## src/rtl/sp_ram_arb_pkg.sv

```systemverilog
//------------------------------------------------------------------------------
// Module  : sp_ram_arb_pkg
// Brief   : Shared types and constants for the single-port RAM arbiter.
// Revision: 1.0 - initial release
//------------------------------------------------------------------------------
`default_nettype none

package sp_ram_arb_pkg;

  localparam int NUM_MASTERS    = 2;
  localparam int BUS_DATA_WIDTH = 32;
  localparam int BUS_BE_WIDTH   = BUS_DATA_WIDTH / 8;

  typedef struct packed {
    logic [31:0]               addr;
    logic                      we;
    logic [BUS_BE_WIDTH-1:0]   be;
    logic [BUS_DATA_WIDTH-1:0] wdata;
  } ram_req_t;

  typedef struct packed {
    logic                      rvalid;
    logic [BUS_DATA_WIDTH-1:0] rdata;
    logic                      err;
  } ram_rsp_t;

  // Full 32-bit compare so that high address bits can never alias into the RAM.
  function automatic logic addr_in_range(input logic [31:0] addr, input int unsigned size);
    return addr < size;
  endfunction

endpackage

`default_nettype wire

```

## src/rtl/sp_ram_rr_arb.sv

```systemverilog
//------------------------------------------------------------------------------
// Module  : sp_ram_rr_arb
// Brief   : Two-input round-robin arbiter, combinational one-hot grant.
// Revision: 1.0 - initial release
//------------------------------------------------------------------------------
`default_nettype none

module sp_ram_rr_arb
  import sp_ram_arb_pkg::*;
(
  input  logic                   clk,
  input  logic                   rstn_i,
  input  logic [NUM_MASTERS-1:0] i_req,
  input  logic                   i_advance,
  output logic [NUM_MASTERS-1:0] o_gnt
);

  logic r_last_grant;

  // On conflict, the master that did not win last time is granted.
  always_comb begin
    o_gnt = i_req;
    if (&i_req) begin
      o_gnt = r_last_grant ? 2'b01 : 2'b10;
    end
  end

  always_ff @(posedge clk or negedge rstn_i) begin
    if (!rstn_i) begin
      r_last_grant <= 1'b1;
    end else if (i_advance) begin
      r_last_grant <= o_gnt[1];
    end
  end

endmodule

`default_nettype wire

```

## src/rtl/sp_ram_arb.sv

```systemverilog
//------------------------------------------------------------------------------
// Module  : sp_ram_arb
// Brief   : Two-master round-robin arbiter in front of a single-port RAM.
// Revision: 1.0 - initial release
//------------------------------------------------------------------------------
`default_nettype none

module sp_ram_arb
  import sp_ram_arb_pkg::*;
#(
  parameter int unsigned RAM_SIZE   = 262144,
  parameter int          ADDR_WIDTH = $clog2(RAM_SIZE),
  parameter int          DATA_WIDTH = 32
) (
  input  logic                    clk,
  input  logic                    rstn_i,
  input  logic                    m0_req_i,
  output logic                    m0_gnt_o,
  input  logic [31:0]             m0_addr_i,
  input  logic                    m0_we_i,
  input  logic [DATA_WIDTH/8-1:0] m0_be_i,
  input  logic [DATA_WIDTH-1:0]   m0_wdata_i,
  output logic                    m0_rvalid_o,
  output logic [DATA_WIDTH-1:0]   m0_rdata_o,
  output logic                    m0_err_o,
  input  logic                    m1_req_i,
  output logic                    m1_gnt_o,
  input  logic [31:0]             m1_addr_i,
  input  logic                    m1_we_i,
  input  logic [DATA_WIDTH/8-1:0] m1_be_i,
  input  logic [DATA_WIDTH-1:0]   m1_wdata_i,
  output logic                    m1_rvalid_o,
  output logic [DATA_WIDTH-1:0]   m1_rdata_o,
  output logic                    m1_err_o,
  output logic                    ram_en_o,
  output logic [ADDR_WIDTH-1:0]   ram_addr_o,
  output logic [DATA_WIDTH-1:0]   ram_wdata_o,
  output logic                    ram_we_o,
  output logic [DATA_WIDTH/8-1:0] ram_be_o,
  input  logic [DATA_WIDTH-1:0]   ram_rdata_i
);

  ram_req_t               w_req [NUM_MASTERS];
  ram_rsp_t               w_rsp [NUM_MASTERS];
  ram_req_t               w_sel;
  logic [NUM_MASTERS-1:0] w_req_vld;
  logic [NUM_MASTERS-1:0] w_gnt;
  logic                   w_any_gnt;
  logic                   w_sel_in_range;
  logic                   w_ram_go;

  logic [NUM_MASTERS-1:0] r_rsp_valid;
  logic                   r_rsp_is_read;
  logic                   r_rsp_err;

  assign w_req[0]  = '{addr: m0_addr_i, we: m0_we_i, be: m0_be_i, wdata: m0_wdata_i};
  assign w_req[1]  = '{addr: m1_addr_i, we: m1_we_i, be: m1_be_i, wdata: m1_wdata_i};
  assign w_req_vld = {m1_req_i, m0_req_i};

  sp_ram_rr_arb u_arb (
    .clk       (clk),
    .rstn_i    (rstn_i),
    .i_req     (w_req_vld),
    .i_advance (w_any_gnt),
    .o_gnt     (w_gnt)
  );

  assign m0_gnt_o       = w_gnt[0];
  assign m1_gnt_o       = w_gnt[1];
  assign w_any_gnt      = |w_gnt;
  assign w_sel          = w_req[w_gnt[1]];
  assign w_sel_in_range = addr_in_range(w_sel.addr, RAM_SIZE);
  assign w_ram_go       = w_any_gnt & w_sel_in_range;

  // Out-of-range requests are still granted but never reach the RAM.
  assign ram_en_o    = w_ram_go;
  assign ram_addr_o  = w_sel.addr[ADDR_WIDTH-1:0];
  assign ram_wdata_o = w_sel.wdata;
  assign ram_we_o    = w_ram_go & w_sel.we;
  assign ram_be_o    = w_ram_go ? w_sel.be : '0;

  always_ff @(posedge clk or negedge rstn_i) begin
    if (!rstn_i) begin
      r_rsp_valid   <= '0;
      r_rsp_is_read <= 1'b0;
      r_rsp_err     <= 1'b0;
    end else begin
      r_rsp_valid <= w_gnt;
      if (w_any_gnt) begin
        r_rsp_is_read <= ~w_sel.we;
        r_rsp_err     <= ~w_sel_in_range;
      end
    end
  end

  for (genvar n = 0; n < NUM_MASTERS; n++) begin : g_rsp
    assign w_rsp[n] = '{
      rvalid: r_rsp_valid[n],
      rdata:  (r_rsp_valid[n] & r_rsp_is_read & ~r_rsp_err) ? ram_rdata_i : '0,
      err:    r_rsp_valid[n] & r_rsp_err
    };
  end

  assign m0_rvalid_o = w_rsp[0].rvalid;
  assign m0_rdata_o  = w_rsp[0].rdata;
  assign m0_err_o    = w_rsp[0].err;
  assign m1_rvalid_o = w_rsp[1].rvalid;
  assign m1_rdata_o  = w_rsp[1].rdata;
  assign m1_err_o    = w_rsp[1].err;

endmodule

`default_nettype wire

```

## config.mk

```make
export PLATFORM = sky130hd
export DESIGN_NAME = sp_ram_arb
export DESIGN_NICKNAME = d
export VERILOG_FILES = /design/src/rtl/sp_ram_arb_pkg.sv /design/src/rtl/sp_ram_rr_arb.sv /design/src/rtl/sp_ram_arb.sv
export SDC_FILE = /design/constraint.sdc
export NUM_CORES = 1
export LEC_CHECK = 0
export BUFFER_PORTS_ARGS = -buffer_cell sky130_fd_sc_hd__buf_2
export CAP_MARGIN = 20
export CORE_AREA = 2 2 115 117
export DETAILED_ROUTE_END_ITERATION = 16
export DIE_AREA = 0 0 117 119
export MAX_ROUTING_LAYER = met4
export PLACE_DENSITY_LB_ADDON = 0.12
export SLEW_MARGIN = 0
export SYNTH_ARGS = -nofsm -noshare
export SYNTH_HDL_FRONTEND = slang
export SYNTH_SLANG_ARGS = --single-unit
```

## constraint.sdc

```tcl
create_clock -name clk -period 1.7 [get_ports clk]
set_input_delay 0.17 -clock clk [delete_from_list [all_inputs] [get_ports clk]]
set_output_delay 0.17 -clock clk [all_outputs]
set_load 0.02 [all_outputs]
```

After elaboration in Yosys (flattened, before gate mapping)
Index checks and enable logic that the tools add are counted.

Flip-flop bits (word level): 5. Bits of input ports: 174. Output and inout bits: 126.

Magnitude comparators: 2. Muxes and demuxes: 8. Bitwise gates (word level): 12. Reduce and logical (&&, ||, !) cells: 2.

Operator list (number): 2-to-1 mux 69 bit (3); 2-to-1 mux 32 bit (2); < comparator 32 x 19 -> 1 bit, second input constant (1); AND 1 bit (8); 2-to-1 mux 2 bit (2); 2-to-1 mux 4 bit (1); inverter 1 bit (3); >= comparator 2 bit, second input constant (1); inverter 1 -> 2 bit (1); AND reduction 2 bit (1); OR reduction 2 bit (1).

Depth between registers and ports, before layout
Depth in word-level cells: 9. Mapped depth: 6. Depth with buffers taken out: 4.

Cells and area by module
A second synthesis with hierarchy kept.

Cells, all modules: 167. Area total of the unflattened synthesis: 1428.9 um^2.

By module, submodules not included: sp_ram_arb (times used 1, cells an instance 162, area each 1365.1 um^2, seq. area each 100.1 um^2); sp_ram_rr_arb (times used 1, cells an instance 5, area each 63.8 um^2, seq. area each 26.3 um^2).

Least setup slack after synthesis
No wires, ideal clock.

Path type: flip-flop to output port. From: register u_arb.r_last_grant. To: output ram_be_o[0]. Arrival time: 1.513 ns. Data required time: 1.530 ns. Slack: 0.017 ns. Cell stages (with the launch flop): 5. Buffers on the path: 1. Cells stage by stage: dfstp_2 -> a21boi_1 -> buf_2 -> nor3_1 -> a22o_1.

Word-level cells in the longest chain between the ends: 9.

Ends and longest elaborated chain: start: declaration (RTL line sp_ram_rr_arb.sv:18) `logic r_last_grant;`; start signal: assignment (RTL line sp_ram_rr_arb.sv:32) `r_last_grant <= o_gnt[1];`; 2-to-1 mux 2 bit * (RTL line sp_ram_rr_arb.sv:24) `o_gnt = r_last_grant ? 2'b01 : 2'b10;`; 2-to-1 mux 2 bit * (RTL line sp_ram_rr_arb.sv:23) `if (&i_req) begin`; inverter 1 -> 2 bit (implied by the code) (RTL line sp_ram_arb.sv:71) `assign w_sel = w_req[w_gnt[1]];`; 2-to-1 mux 69 bit (implied by the code) (3 in a row) (RTL line sp_ram_arb.sv:71); < comparator 32 x 19 -> 1 bit (RTL line sp_ram_arb_pkg.sv:29) `return addr < size;`; AND 1 bit (RTL line sp_ram_arb.sv:73) `assign w_ram_go = w_any_gnt & w_sel_in_range;`; 2-to-1 mux 4 bit * (RTL line sp_ram_arb.sv:80) `assign ram_be_o = w_ram_go ? w_sel.be : '0;`; end: declaration (RTL line sp_ram_arb.sv:39) `output logic [DATA_WIDTH/8-1:0] ram_be_o,`.

Mark *: on every way between the ends. The rest lies on a longest branch, timed or not. The select of a mux whose other input is x is not followed.

Final worst setup path
From: register u_arb.r_last_grant. To: output ram_wdata_o[29].

Word-level cells in the longest chain between the ends: 6.

Ends and longest elaborated chain: 2-to-1 mux 2 bit (RTL line sp_ram_rr_arb.sv:24); 2-to-1 mux 2 bit (RTL line sp_ram_rr_arb.sv:23); inverter 1 -> 2 bit (implied by the code) (RTL line sp_ram_arb.sv:71); 2-to-1 mux 69 bit (implied by the code) (3 in a row) (RTL line sp_ram_arb.sv:71); end: declaration (RTL line sp_ram_arb.sv:37) `output logic [DATA_WIDTH-1:0] ram_wdata_o,`.

Every way passes these cells. The select of a mux whose other input is x is not followed.

==> impl_metrics.env <==
export IMPL_outcome="finished with violations"
export IMPL_violations="setup timing"
export IMPL_post_route_period_util_pct=107
export IMPL_final_cell_mix="buf_2 (291), and2_1 (66), mux2_2 (50)"
export IMPL_synth_adder_area_share_pct=0
export IMPL_synth_distinct_cells=23
export IMPL_drtIter0Drc=50
export IMPL_max_cap_violations=0
export IMPL_yosys_warnings=0
export IMPL_wl_per_cell_um=14.1
export IMPL_cts_tree="done"
export IMPL_crit_type="reg -> out"
export IMPL_p_per_area_nw_per_um2=386
export IMPL_cts_buffers=3
export IMPL_start_util_pct=10.7
export IMPL_setup_tns_ns=-5.19
export IMPL_grt_usage_pct=12.1
export IMPL_cts_buffer_depth=2
export IMPL_insertion_delay_ns=0.22
export IMPL_dr_pass1_iters=4
export IMPL_ff2ff_setup_slack_ns=0.23
export IMPL_placement_rows=42
export IMPL_synth_seq_cells=5
export IMPL_critPathMaxFanout=13
export IMPL_core_sq_um=12900
export IMPL_cts_sinks=5
export IMPL_layout_cells_most_common="buf_2"
export IMPL_cts_root_buf="clkbuf_16"
export IMPL_p_leak_nw=1.98
export IMPL_syn_nets=340
export IMPL_hold_path_class="in -> reg"
export IMPL_die_area_sq_um=13900
export IMPL_start_kind="flop"
export IMPL_worstPathRequired_ns=1.53
export IMPL_drive_gt1_share_pct=79.1
export IMPL_path_clk_slew_ns=0.03
export IMPL_maxSlewViolCount=0
export IMPL_vias=2441
export IMPL_synth_compound_area_share_pct=6.26
export IMPL_worst_slack_ns=-0.119
export IMPL_relSlewSlack_pct=73.4
export IMPL_ioPinCount=300
export IMPL_worstMarginPinSlew_ns=0.396
export IMPL_hpwlAfterDp_mm=8.20
export IMPL_syn_inst=166
export IMPL_netlist_area_sq_um=1380
export IMPL_fp_dieW_um=117
export IMPL_htree_levels=1
export IMPL_grt_first_pass_wirelength_mm=12.4
export IMPL_routed_wl_mm=9.17
export IMPL_port_buffers=299
export IMPL_fmax_mhz=550
export IMPL_vdd_drop_max_v=0.000298
export IMPL_setup_viol=56
export IMPL_synth_avg_cell_area_sq_um=8.31
export IMPL_worstPathCellList="a21boi_4 > buf_4 > clkbuf_16 > mux2_2 > buf_2"
export IMPL_period_needed_ns=1.82
export IMPL_antenna_found_initial=1
export IMPL_grt_pass1_vias=2380
export IMPL_rsz0062_at_grt="yes"
export IMPL_fin_util_pct=26.5
export IMPL_synth_seq_area_share_pct=9.16
export IMPL_critPathSlowestCell="dfstp_2"
export IMPL_skew_ns=0.00134
export IMPL_fin_nets=648
export IMPL_fp_dieH_um=119
export IMPL_fill_cells=1426
export IMPL_ant_nets=0
export IMPL_hold_viol=0
export IMPL_grt_ovfl_total=0
export IMPL_drc=0
export IMPL_synth_xor_area_share_pct=0
export IMPL_avgViaCountPerCell=3.76
export IMPL_synthMuxAreaShare_pct=40.8
export IMPL_grt_max_degree=33
export IMPL_cp_arrival_ns=1.65
export IMPL_worstSetupEndpointType="primary output"
export IMPL_yosys_area_share_simple_pct=39.2
export IMPL_synth_top_family_by_area="multiplexers"
export IMPL_cpPeakStageDelay_ns=0.38
export IMPL_gp_congestion=0.812
export IMPL_syn_to_final_growth_pct=147
[cell usage after synthesis, drive strengths merged]
| cell | count | area (sq um) |
|---|---|---|
| a21boi | 2 | 15.0 |
| a21oi | 3 | 15.0 |
| a22o | 5 | 43.8 |
| and2 | 66 | 413 |
| and3b | 2 | 17.5 |
| buf | 7 | 37.5 |
| clkbuf | 6 | 22.5 |
| dfrtp | 4 | 100 |
| dfstp | 1 | 26.3 |
| inv | 1 | 3.75 |
| mux2 | 50 | 563 |
| nand2 | 1 | 3.75 |
| nand3 | 2 | 10.0 |
| nor2 | 3 | 11.3 |
| nor3 | 3 | 15.0 |
| nor4 | 6 | 52.6 |
| o211ai | 1 | 7.51 |
| o21ai | 1 | 5.00 |
| or2 | 1 | 6.26 |
| or4 | 1 | 11.3 |
[routing by layer]
layer	vias up	GRT usage [%]	wire, um
met4	0	1.40	80
met5	-	-	0
met1	1064	10.7	2930
met3	4	2.75	958
met2	178	25.6	5200
li1	1195	-	-
[path summary, 6_finish.rpt]
kind / startpoint / to / cells past startpoint
max: u_arb.r_last_grant / ram_wdata_o[29] / 5
max reg2reg: u_arb.r_last_grant / r_rsp_err / 6
min reg2reg: u_arb.r_last_grant / u_arb.r_last_grant / 3
max in group asynchronous: rstn_i / u_arb.r_last_grant / 2
min: m1_we_i / r_rsp_is_read / 2
min in group asynchronous: rstn_i / r_rsp_valid[0] / 2
[area by class of cell]
type	count	area (sq um)	area share [%]
diodes	1	2.50	0.0734
clock buffers	4	78.8	2.31
inverters	1	3.75	0.110
multi-input cells	147	1220	35.7
flip-flops and latches	5	126	3.71
well taps	176	220	6.46
repair buffers	316	1760	51.6
[registers in the layout, summed over array words and instances, names as in the netlist]
register	count
r_rsp_valid	2
r_rsp_is_read	1
r_rsp_err	1
u_arb.r_last_grant	1
[metrics by stage]
stage / instance area (sq um) / std cells / worst slack (ns) / power [W] / hold slack [ns]
after floorplan: 1380 / 166 / 0.0171 / 0.000515 / -0.126
after global placement: 3160 / 638 / -0.184 / 0.000888 / -0.0122
after detailed placement: 3160 / 638 / -0.218 / 0.000894 / -0.0104
after CTS: 3340 / 646 / -0.173 / 0.00131 / 0.173
after global routing: 3410 / 650 / -0.186 / 0.00139 / 0.167
final: 3410 / 650 / -0.119 / 0.00131 / 0.161
[repair_timing]
action,CTS,global route
endpoints found under the hold margin,5,0
pin swaps,6,4
buffers inserted,3,1
setup endpoints to repair,56,56
gates cloned,0,2
gates resized for setup,20,1
hold buffers,1,0
[worst max-delay path: cells and delay by family (launching register included)]
family                 cells  cell delay (ns)
AOI/OAI and AO/OA          1             0.19
buffers and inverters      3             0.52
DFF                        1             0.38
muxes                      1             0.33
[logic make-up after synthesis]
group	Yosys count
AO/OA/AOI/OAI	12
buffers and inverters	14
flip-flops	5
multiplexers	50
AND/OR/NAND/NOR	85
[power breakdown]
part | switching, W | internal [W]
registers | 0.0000102 | 0.000133
clock network | 0.0000743 | 0.000311
logic | 0.000386 | 0.000399
Power figures use the tool's default switching activity.
